[src/rtl/cmd_scheduler_if.sv]
// rtl/cmd_scheduler_if.sv - requester, physical-layer and status signals of the command scheduler
// master is the scheduler side; slave is the requesters plus physical layer.
interface cmd_scheduler_if;
    logic         req_sw;
    logic [37:0]  cmd_sw;
    logic         req_auto;
    logic [31:0]  arg_auto;
    logic         phy_strobe;
    logic [37:0]  phy_cmd;
    logic         phy_resp_valid;
    logic [135:0] phy_response;
    logic         phy_no_response;
    logic         phy_ack;
    logic         phy_idle;
    logic         gnt_sw;
    logic         gnt_auto;
    logic         done_sw;
    logic         done_auto;
    logic [135:0] resp;
    logic         cmd_timeout;
    logic [1:0]   retry_cnt;

    modport master (
        input  req_sw, cmd_sw, req_auto, arg_auto,
        input  phy_resp_valid, phy_response, phy_no_response,
        output phy_strobe, phy_cmd, phy_ack, phy_idle,
        output gnt_sw, gnt_auto, done_sw, done_auto,
        output resp, cmd_timeout, retry_cnt
    );

    modport slave (
        output req_sw, cmd_sw, req_auto, arg_auto,
        output phy_resp_valid, phy_response, phy_no_response,
        input  phy_strobe, phy_cmd, phy_ack, phy_idle,
        input  gnt_sw, gnt_auto, done_sw, done_auto,
        input  resp, cmd_timeout, retry_cnt
    );
endinterface

[src/rtl/cmd_scheduler.sv]
// rtl/cmd_scheduler.sv - arbitrates auto-stop vs software commands and drives one command at a time with timeout/retry
// Auto-stop (CMD12) wins arbitration; a timed-out command is re-issued up to MAX_RETRY times.
module cmd_scheduler #(
    parameter int TIMEOUT_CYCLES = 64,
    parameter int MAX_RETRY      = 2
) (
    input logic             sd_clock,
    input logic             reset,
    cmd_scheduler_if.master bus
);

    typedef enum logic [5:0] {
        S_IDLE  = 6'b000001,
        S_ISSUE = 6'b000010,
        S_WAIT  = 6'b000100,
        S_ACK   = 6'b001000,
        S_ABORT = 6'b010000,
        S_DONE  = 6'b100000
    } state_t;

    localparam logic [7:0] TMO_LAST  = 8'(TIMEOUT_CYCLES - 1);
    localparam logic [1:0] RETRY_MAX = 2'(MAX_RETRY);
    localparam logic [5:0] CMD12_IDX = 6'd12;

    state_t         state_q, state_d;
    logic           gnt_sw_q, gnt_sw_d;
    logic           gnt_auto_q, gnt_auto_d;
    logic [37:0]    cmd_q, cmd_d;
    logic [135:0]   resp_q, resp_d;
    logic [7:0]     tmo_cnt_q, tmo_cnt_d;
    logic [1:0]     retry_q, retry_d;
    logic           timeout_q, timeout_d;
    logic           no_resp_q, no_resp_d;

    logic           strobe, ack, idle_pulse, done_sw, done_auto;

    always_ff @(posedge sd_clock or negedge reset) begin
        if (!reset) begin
            state_q    <= S_IDLE;
            gnt_sw_q   <= 1'b0;
            gnt_auto_q <= 1'b0;
            cmd_q      <= '0;
            resp_q     <= '0;
            tmo_cnt_q  <= '0;
            retry_q    <= '0;
            timeout_q  <= 1'b0;
            no_resp_q  <= 1'b0;
        end else begin
            state_q    <= state_d;
            gnt_sw_q   <= gnt_sw_d;
            gnt_auto_q <= gnt_auto_d;
            cmd_q      <= cmd_d;
            resp_q     <= resp_d;
            tmo_cnt_q  <= tmo_cnt_d;
            retry_q    <= retry_d;
            timeout_q  <= timeout_d;
            no_resp_q  <= no_resp_d;
        end
    end

    always_comb begin
        state_d    = state_q;
        gnt_sw_d   = gnt_sw_q;
        gnt_auto_d = gnt_auto_q;
        cmd_d      = cmd_q;
        resp_d     = resp_q;
        tmo_cnt_d  = tmo_cnt_q;
        retry_d    = retry_q;
        timeout_d  = timeout_q;
        no_resp_d  = no_resp_q;
        strobe     = 1'b0;
        ack        = 1'b0;
        idle_pulse = 1'b0;
        done_sw    = 1'b0;
        done_auto  = 1'b0;

        case (state_q)
            S_IDLE: begin
                if (bus.req_auto || bus.req_sw) begin
                    gnt_auto_d = bus.req_auto;
                    gnt_sw_d   = !bus.req_auto;
                    cmd_d      = bus.req_auto ? {CMD12_IDX, bus.arg_auto} : bus.cmd_sw;
                    tmo_cnt_d  = '0;
                    retry_d    = '0;
                    timeout_d  = 1'b0;
                    no_resp_d  = 1'b0;
                    state_d    = S_ISSUE;
                end
            end
            S_ISSUE: begin
                strobe    = 1'b1;
                tmo_cnt_d = '0;
                state_d   = S_WAIT;
            end
            S_WAIT: begin
                tmo_cnt_d = tmo_cnt_q + 8'd1;
                // A response on the last counted cycle still beats the timeout.
                if (bus.phy_resp_valid) begin
                    no_resp_d = bus.phy_no_response;
                    if (!bus.phy_no_response) begin
                        resp_d = bus.phy_response;
                    end
                    state_d = S_ACK;
                end else if (tmo_cnt_q == TMO_LAST) begin
                    state_d = S_ABORT;
                end
            end
            S_ACK: begin
                ack       = 1'b1;
                no_resp_d = 1'b0;
                state_d   = no_resp_q ? S_ABORT : S_DONE;
            end
            S_ABORT: begin
                idle_pulse = 1'b1;
                if (retry_q < RETRY_MAX) begin
                    retry_d   = retry_q + 2'd1;
                    tmo_cnt_d = '0;
                    state_d   = S_ISSUE;
                end else begin
                    timeout_d = 1'b1;
                    state_d   = S_DONE;
                end
            end
            S_DONE: begin
                done_sw    = gnt_sw_q;
                done_auto  = gnt_auto_q;
                gnt_sw_d   = 1'b0;
                gnt_auto_d = 1'b0;
                state_d    = S_IDLE;
            end
            default: begin
                gnt_sw_d   = 1'b0;
                gnt_auto_d = 1'b0;
                state_d    = S_IDLE;
            end
        endcase
    end

    assign bus.phy_strobe  = strobe;
    assign bus.phy_cmd     = cmd_q;
    assign bus.phy_ack     = ack;
    assign bus.phy_idle    = idle_pulse;
    assign bus.gnt_sw      = gnt_sw_q;
    assign bus.gnt_auto    = gnt_auto_q;
    assign bus.done_sw     = done_sw;
    assign bus.done_auto   = done_auto;
    assign bus.resp        = resp_q;
    assign bus.cmd_timeout = timeout_q;
    assign bus.retry_cnt   = retry_q;

endmodule

[src/flat_wrapper.sv]
// flat-port wrapper written by rule: the top's interface ports become plain ports
module cmd_scheduler_flat 
#(
    parameter int TIMEOUT_CYCLES = 64,
    parameter int MAX_RETRY      = 2
)
  (sd_clock, reset, bus_req_sw, bus_cmd_sw, bus_req_auto, bus_arg_auto, bus_phy_resp_valid, bus_phy_response, bus_phy_no_response, bus_phy_strobe, bus_phy_cmd, bus_phy_ack, bus_phy_idle, bus_gnt_sw, bus_gnt_auto, bus_done_sw, bus_done_auto, bus_resp, bus_cmd_timeout, bus_retry_cnt);
  cmd_scheduler_if bus_i ();
  input logic sd_clock;
  input logic reset;
  input wire logic [$bits(bus_i.req_sw)-1:0] bus_req_sw;
  input wire logic [$bits(bus_i.cmd_sw)-1:0] bus_cmd_sw;
  input wire logic [$bits(bus_i.req_auto)-1:0] bus_req_auto;
  input wire logic [$bits(bus_i.arg_auto)-1:0] bus_arg_auto;
  input wire logic [$bits(bus_i.phy_resp_valid)-1:0] bus_phy_resp_valid;
  input wire logic [$bits(bus_i.phy_response)-1:0] bus_phy_response;
  input wire logic [$bits(bus_i.phy_no_response)-1:0] bus_phy_no_response;
  output wire logic [$bits(bus_i.phy_strobe)-1:0] bus_phy_strobe;
  output wire logic [$bits(bus_i.phy_cmd)-1:0] bus_phy_cmd;
  output wire logic [$bits(bus_i.phy_ack)-1:0] bus_phy_ack;
  output wire logic [$bits(bus_i.phy_idle)-1:0] bus_phy_idle;
  output wire logic [$bits(bus_i.gnt_sw)-1:0] bus_gnt_sw;
  output wire logic [$bits(bus_i.gnt_auto)-1:0] bus_gnt_auto;
  output wire logic [$bits(bus_i.done_sw)-1:0] bus_done_sw;
  output wire logic [$bits(bus_i.done_auto)-1:0] bus_done_auto;
  output wire logic [$bits(bus_i.resp)-1:0] bus_resp;
  output wire logic [$bits(bus_i.cmd_timeout)-1:0] bus_cmd_timeout;
  output wire logic [$bits(bus_i.retry_cnt)-1:0] bus_retry_cnt;
  assign bus_i.req_sw = bus_req_sw;
  assign bus_i.cmd_sw = bus_cmd_sw;
  assign bus_i.req_auto = bus_req_auto;
  assign bus_i.arg_auto = bus_arg_auto;
  assign bus_i.phy_resp_valid = bus_phy_resp_valid;
  assign bus_i.phy_response = bus_phy_response;
  assign bus_i.phy_no_response = bus_phy_no_response;
  assign bus_phy_strobe = bus_i.phy_strobe;
  assign bus_phy_cmd = bus_i.phy_cmd;
  assign bus_phy_ack = bus_i.phy_ack;
  assign bus_phy_idle = bus_i.phy_idle;
  assign bus_gnt_sw = bus_i.gnt_sw;
  assign bus_gnt_auto = bus_i.gnt_auto;
  assign bus_done_sw = bus_i.done_sw;
  assign bus_done_auto = bus_i.done_auto;
  assign bus_resp = bus_i.resp;
  assign bus_cmd_timeout = bus_i.cmd_timeout;
  assign bus_retry_cnt = bus_i.retry_cnt;
  cmd_scheduler #(.TIMEOUT_CYCLES(TIMEOUT_CYCLES), .MAX_RETRY(MAX_RETRY)) u_core (.sd_clock(sd_clock), .reset(reset), .bus(bus_i));
endmodule
[config.mk]
export PLATFORM = sky130hd
export DESIGN_NAME = cmd_scheduler_flat
export DESIGN_NICKNAME = d
export VERILOG_FILES = /design/src/rtl/cmd_scheduler_if.sv /design/src/rtl/cmd_scheduler.sv /design/src/flat_wrapper.sv
export SDC_FILE = /design/constraint.sdc
export NUM_CORES = 1
export LEC_CHECK = 0
export CAP_MARGIN = 20
export CORE_UTILIZATION = 35
export DETAILED_ROUTE_END_ITERATION = 16
export PLACE_DENSITY = 0.71
export SLEW_MARGIN = 20
export SYNTH_ARGS = -nofsm -noshare
export SYNTH_HDL_FRONTEND = slang
export SYNTH_SLANG_ARGS = --single-unit
[constraint.sdc]
create_clock -name sd_clock -period 4.45 [get_ports sd_clock]
set_input_delay 0.445 -clock sd_clock [delete_from_list [all_inputs] [get_ports sd_clock]]
set_output_delay 0.445 -clock sd_clock [all_outputs]
set_load 0.02 [all_outputs]
=== Word level (Yosys, flattened, before mapping) ===
Index checks and enable logic that the tools add are counted.

* Muxes and demuxes: 27
* Add/subtract/negate cells: 2
* Multiply operators: 0
* Reduce and logical (&&, ||, !) cells: 14
* Order comparisons: 1
* Div/mod/pow operators: 0
* Bitwise gates (word level): 2
* Shift-type cells: 0
* Equal/unequal tests: 12

{| class="wikitable"
|+ Operators with widths
! kind !! number
|-
| 2-to-1 mux 38 bit || 1
|-
| case mux 8 bit (4 select lines) || 1
|-
| 2-to-1 mux 6 bit || 5
|-
| case mux 6 bit (5 select lines) || 1
|-
| 2-to-1 mux 8 bit || 2
|-
| AND reduction 3 bit || 5
|-
| 2-to-1 mux 1 bit || 10
|-
| adder 8 x 1 -> 8 bit, second input constant || 1
|-
| == test 8 x 6 -> 1 bit, second input constant || 1
|-
| == test 6 x 1 -> 1 bit, second input constant || 1
|-
| == test 6 x 2 -> 1 bit, second input constant || 1
|-
| == test 6 x 3 -> 1 bit, second input constant || 1
|-
| == test 6 x 4 -> 1 bit, second input constant || 1
|-
| == test 6 x 5 -> 1 bit, second input constant || 1
|-
| == test 6 bit, second input constant || 1
|-
| case mux 1 bit (2 select lines) || 3
|-
| AND reduction 2 bit || 3
|-
| 2-to-1 mux 2 bit || 2
|-
| != test 2 x 1 -> 1 bit, second input constant || 2
|-
| != test 2 bit, second input constant || 2
|-
| case mux 2 bit (2 select lines) || 1
|-
| nonzero test 4 bit || 1
|-
| OR reduction 4 bit || 1
|-
| != test 3 x 2 -> 1 bit, second input constant || 1
|-
| 8 further kinds || 9
|}

* Memory bits (read-only): 0
* Bits in registers: 194
* Latch bits: 0
* Memories kept: 0
* Output and inout port bits: 184
* Bits in writable memories: 0
* Bits of input ports: 212

=== Depth between registers and ports, before layout ===
* Depth after elaboration: 4
* Gate-level depth with buffers: 8
* Gate-level depth less buffers: 5

=== Worst setup path after synthesis ===
No wires, ideal clock.

* Kind: flip-flop to flip-flop
* Start point: register u_core.state_q[4]
* End point: register u_core.resp_q[100], in the netlist u_core.bus.resp[100]
* Data arrival time: 2.046 ns
* Clock period less this slack: 2.172 ns
* Data required time: 4.325 ns
* Slack: 2.278 ns
* Stages on the path, launching flop included: 9
* Cell sequence: dfrtp_1 > or4_1 > buf_4 > nor2_4 > nand3b_2 > buf_6 > buf_8 > buf_12 > mux2_4

* Cells in the longest elaborated chain, start to end: 2

{| class="wikitable"
|+ RTL lines
! item !! RTL line !! source
|-
| start: declaration || cmd_scheduler.sv:25 || <nowiki>state_t state_q, state_d;</nowiki>
|-
| start signal: assignment || cmd_scheduler.sv:49 || <nowiki>state_q <= state_d;</nowiki>
|-
| == test 6 x 3 -> 1 bit || cmd_scheduler.sv:77 || <nowiki>case (state_q)</nowiki>
|-
| AND reduction 3 bit (no line) || - ||
|-
| end signal: assignment || cmd_scheduler.sv:53 || <nowiki>resp_q <= resp_d;</nowiki>
|-
| end: declaration || cmd_scheduler.sv:29 || <nowiki>logic [135:0] resp_q, resp_d;</nowiki>
|}

Every way passes these cells.
A chain may end at the register's enable or synchronous reset.

=== Worst setup path after layout ===
* Start point: register u_core.state_q[4]
* End point: register u_core.resp_q[28], in the netlist u_core.bus.resp[28]

The elaborated chain is that of the path after synthesis.

==> out/qor.csv <==
stage,metric,value,unit
sta,Final Hold Viols,0,
sta,worst hold slack,0.4471,ns
drt,DRT antenna net count,0,
power,VDD IR max,0.0002523,V
die,CORE AREA,0.02257,mm2
drt,Routed wire per std cell,18.39,um
sta,min Tclk post-route,3.009,ns
grt,pin count of the biggest net entering global routing,124,
die,DIE AREA,0.02357,mm2
setup_path,Worst Path Required,4.77,ns
die,Die X,153.5,um
clock_tree,"Clk Latency, worst-skew pair",0.44,ns
grt,antenna violations before repair,0,
sta,Final setup viols,0,
placed_design,GPL Wtd Cong,0.8212,
die,I/O Pins,396,
yosys,asr flop ratio synth,100.0,%
outcome,status,"complete, no violations",
power,PwrDens,572.8,mW/mm2
yosys,Unique masters post-synth,44,
drt,drt first pass iters,6,
layout,Nets,1183,
die,Starting Density,35.60,%
sta,relative slew slack,41.53,%
hold_path,worst hold path type,in2reg,
power,internal power,4721,uW
die,Die H,153.5,um
clock_tree,"Setup Fix Bufs, Post-CTS",0,
setup_path,Worst EP arrival,3.33,ns
power,clock network power share,21.2,%
power,sw frac,35.91,%
power,P_leak,0.005880,uW
clock_tree,clock root buffer,clkbuf_16,
yosys,Post-Syn Instances,579,
power,Gate power share,42.5,%
power,Sequential Power Share,36.4,%
drt,Total Routed Length,23.32,mm
layout,"commonest cells after routing, fill and taps aside","clkdlybuf4s50_1, dfrtp_1, mux2_2",
clock_tree,cts bufs inserted,17,
placed_design,Final HPWL DP,17.11,mm
grt,grt total ovfl,0,
grt,Global Route Usage Sum,19.93,%
setup_path,R2R Path Start,u_core.state_q[4],
yosys,mapped cell area,0.008036,mm2
yosys,YS warnings,0,
drt,DR iter-0 viols,249,
setup_path,CP Max Fanout,65,
drt,DRC,0,
grt,first-pass GRT wire length,35.71,mm
sta,fmax,332.3,MHz
layout,"commonest non-fill, non-tap cell in the layout",clkdlybuf4s50_1,
layout,share of post-route cells with drive strength above 1,18.21,%
hold_path,Hold Path Origin,bus_req_auto,
power,P_sw,2645,uW
clock_tree,TritonCTS clock tree,done,
yosys,Seq cells post-synth,194,
setup_path,RR Endpoint,u_core.bus.resp[28],
setup_path,worst reg-to-reg setup slack,1.44,ns
clock_tree,clk sink count,194,
setup_path,CP endpoint kind,register,
clock_tree,CTS clock-pin slew for the worst setup and hold paths,0.08,ns
drt,vias after detailed routing,6036,
yosys,"EDFF count, synth",0,
run,max cap viols,0,
setup_path,type of origin of the critical path,register,
yosys,Post-synth top flop,dfrtp_1,
die,row count,55,
yosys,synthesized area per cell,13.88,um2
hold_path,WHS Path Cells,4,
power,Pwr Total,7366,uW
setup_path,reg2reg path depth,5,
placed_design,port buffer count,395,
layout,Layout area overhead,60.02,%
clock_tree,Max Root-Sink Buffers,2,
sta,Worst-Margin Slew,0.8718,ns
setup_path,critical path startpoint,u_core.state_q[4],
sta,RSZ-0062 raised after global routing,no,
yosys,Post-Syn Nets,792,
sta,Slew Limit Fails,0,
placed_design,Placed Area,0.01222,mm2
drt,vias per inst,4.760,
setup_path,Worst Setup Path Type,reg2reg,
sta,Worst Skew,0.01878,ns
sta,setup TNS,0,ns
sta,Final Cycle Share,67.62,%
yosys,"Seq/Total Area, Yosys",60.42,%
hold_path,Hold EP,u_core.no_resp_q,
clock_tree,H-tree Lvls,4,
layout,diodes inserted,0,
grt,vias in the first global route,6070,
layout,design area,0.01286,mm2
[routing by layer]
| layer | routed length [um] | vias to the layer above | global-route usage (%) |
|---|---|---|---|
| met5 | 0 | - | 0 |
| met4 | 531 | 0 | 7.571 |
| met3 | 1955 | 34 | 5.975 |
| met2 | 11460 | 298 | 33.23 |
| met1 | 9379 | 2902 | 24.28 |
| li1 | - | 2802 | - |
[sequential cells by signal, summed over array words and instances, names as in the netlist]
signal,cells
u_core.bus.resp,136
u_core.bus.phy_cmd,38
u_core.tmo_cnt_q,8
u_core.state_q,6
u_core.bus.retry_cnt,2
u_core.bus.cmd_timeout,1
u_core.bus.gnt_auto,1
u_core.bus.gnt_sw,1
u_core.no_resp_q,1
[cell families (layout without fill, tap and decap cells)]
logic type | Yosys count | in the layout | synth area share (%)
flip-flops | 194 | 194 | 60.42
multiplexers | 170 | 170 | 25.16
AND/OR/NAND/NOR | 102 | 102 | 6.134
AO/OA/AOI/OAI | 70 | 70 | 4.873
buffers and inverters | 41 | 445 | 3.145
adder cells (fa/ha/maj) | 1 | 1 | 0.1557
XOR/XNOR | 1 | 1 | 0.1090
[power by group through the flow]
stage / registers, uW / logic, uW / clock network, uW
5_1_grt: 2750 / 3310 / 1670
6_report: 2680 / 3130 / 1560
3_5_place_dp: 2700 / 3150 / 0
3_3_place_gp: 2680 / 3100 / 0
4_1_cts: 2680 / 3160 / 1600
2_1_floorplan: 3350 / 863 / 0
[synth_stat cells (all sizes together) (4+ instances only)]
master,instances,area share [%]
a21oi,4,0.25
and2,5,0.39
and3,4,0.31
buf,16,2.0
clkbuf,14,0.65
dfrtp,193,60
inv,11,0.51
mux2,136,21
mux2i,34,4.2
nand2,53,2.5
nand3b,4,0.42
nor2,13,0.70
nor2b,6,0.47
o21ai,51,3.2
[critical path, cell delays in order (launching register included)]
cell and delay, ns:
dfrtp_1 0.43, or4_1 0.74, nor2_4 0.31, nand3b_4 0.56
buf_12 0.46, mux2_2 0.32
[worst max path at each step]
stage and end:
3_5_place_dp u_core.bus.resp[57], 4_1_cts u_core.bus.resp[69], 3_3_place_gp u_core.bus.resp[59], 5_1_grt u_core.bus.resp[31]
2_1_floorplan u_core.bus.resp[100], 6_report u_core.bus.resp[28]
[layout make-up]
class / instances / area (um2)
Tap cell: 285 / 356.6
Clock buffer: 18 / 439.2
Multi-Input combinational cell: 344 / 2937
Fill cell: 1908 / 9712
Clock inverter: 14 / 165.2
Timing Repair Buffer: 402 / 4065
Inverter: 11 / 41.29
Sequential cell: 194 / 4856
[what timing repair did]
| action | CTS | global route |
|---|---|---|
| hold endpoints to repair | 0 | 44 |
| gates resized for setup | 0 | 0 |
| hold buffers | 0 | 1 |
[metrics by stage]
stage          cells  setup WS (ns)  util, %
3_3_place_gp    1234          1.515    54.13
3_5_place_dp    1234          1.463    54.13
4_1_cts         1266          1.461    56.81
5_1_grt         1268          1.312    56.97
6_report        1268          1.441    56.97
2_1_floorplan    579          2.278        -
(Power assumes the default switching activity.)
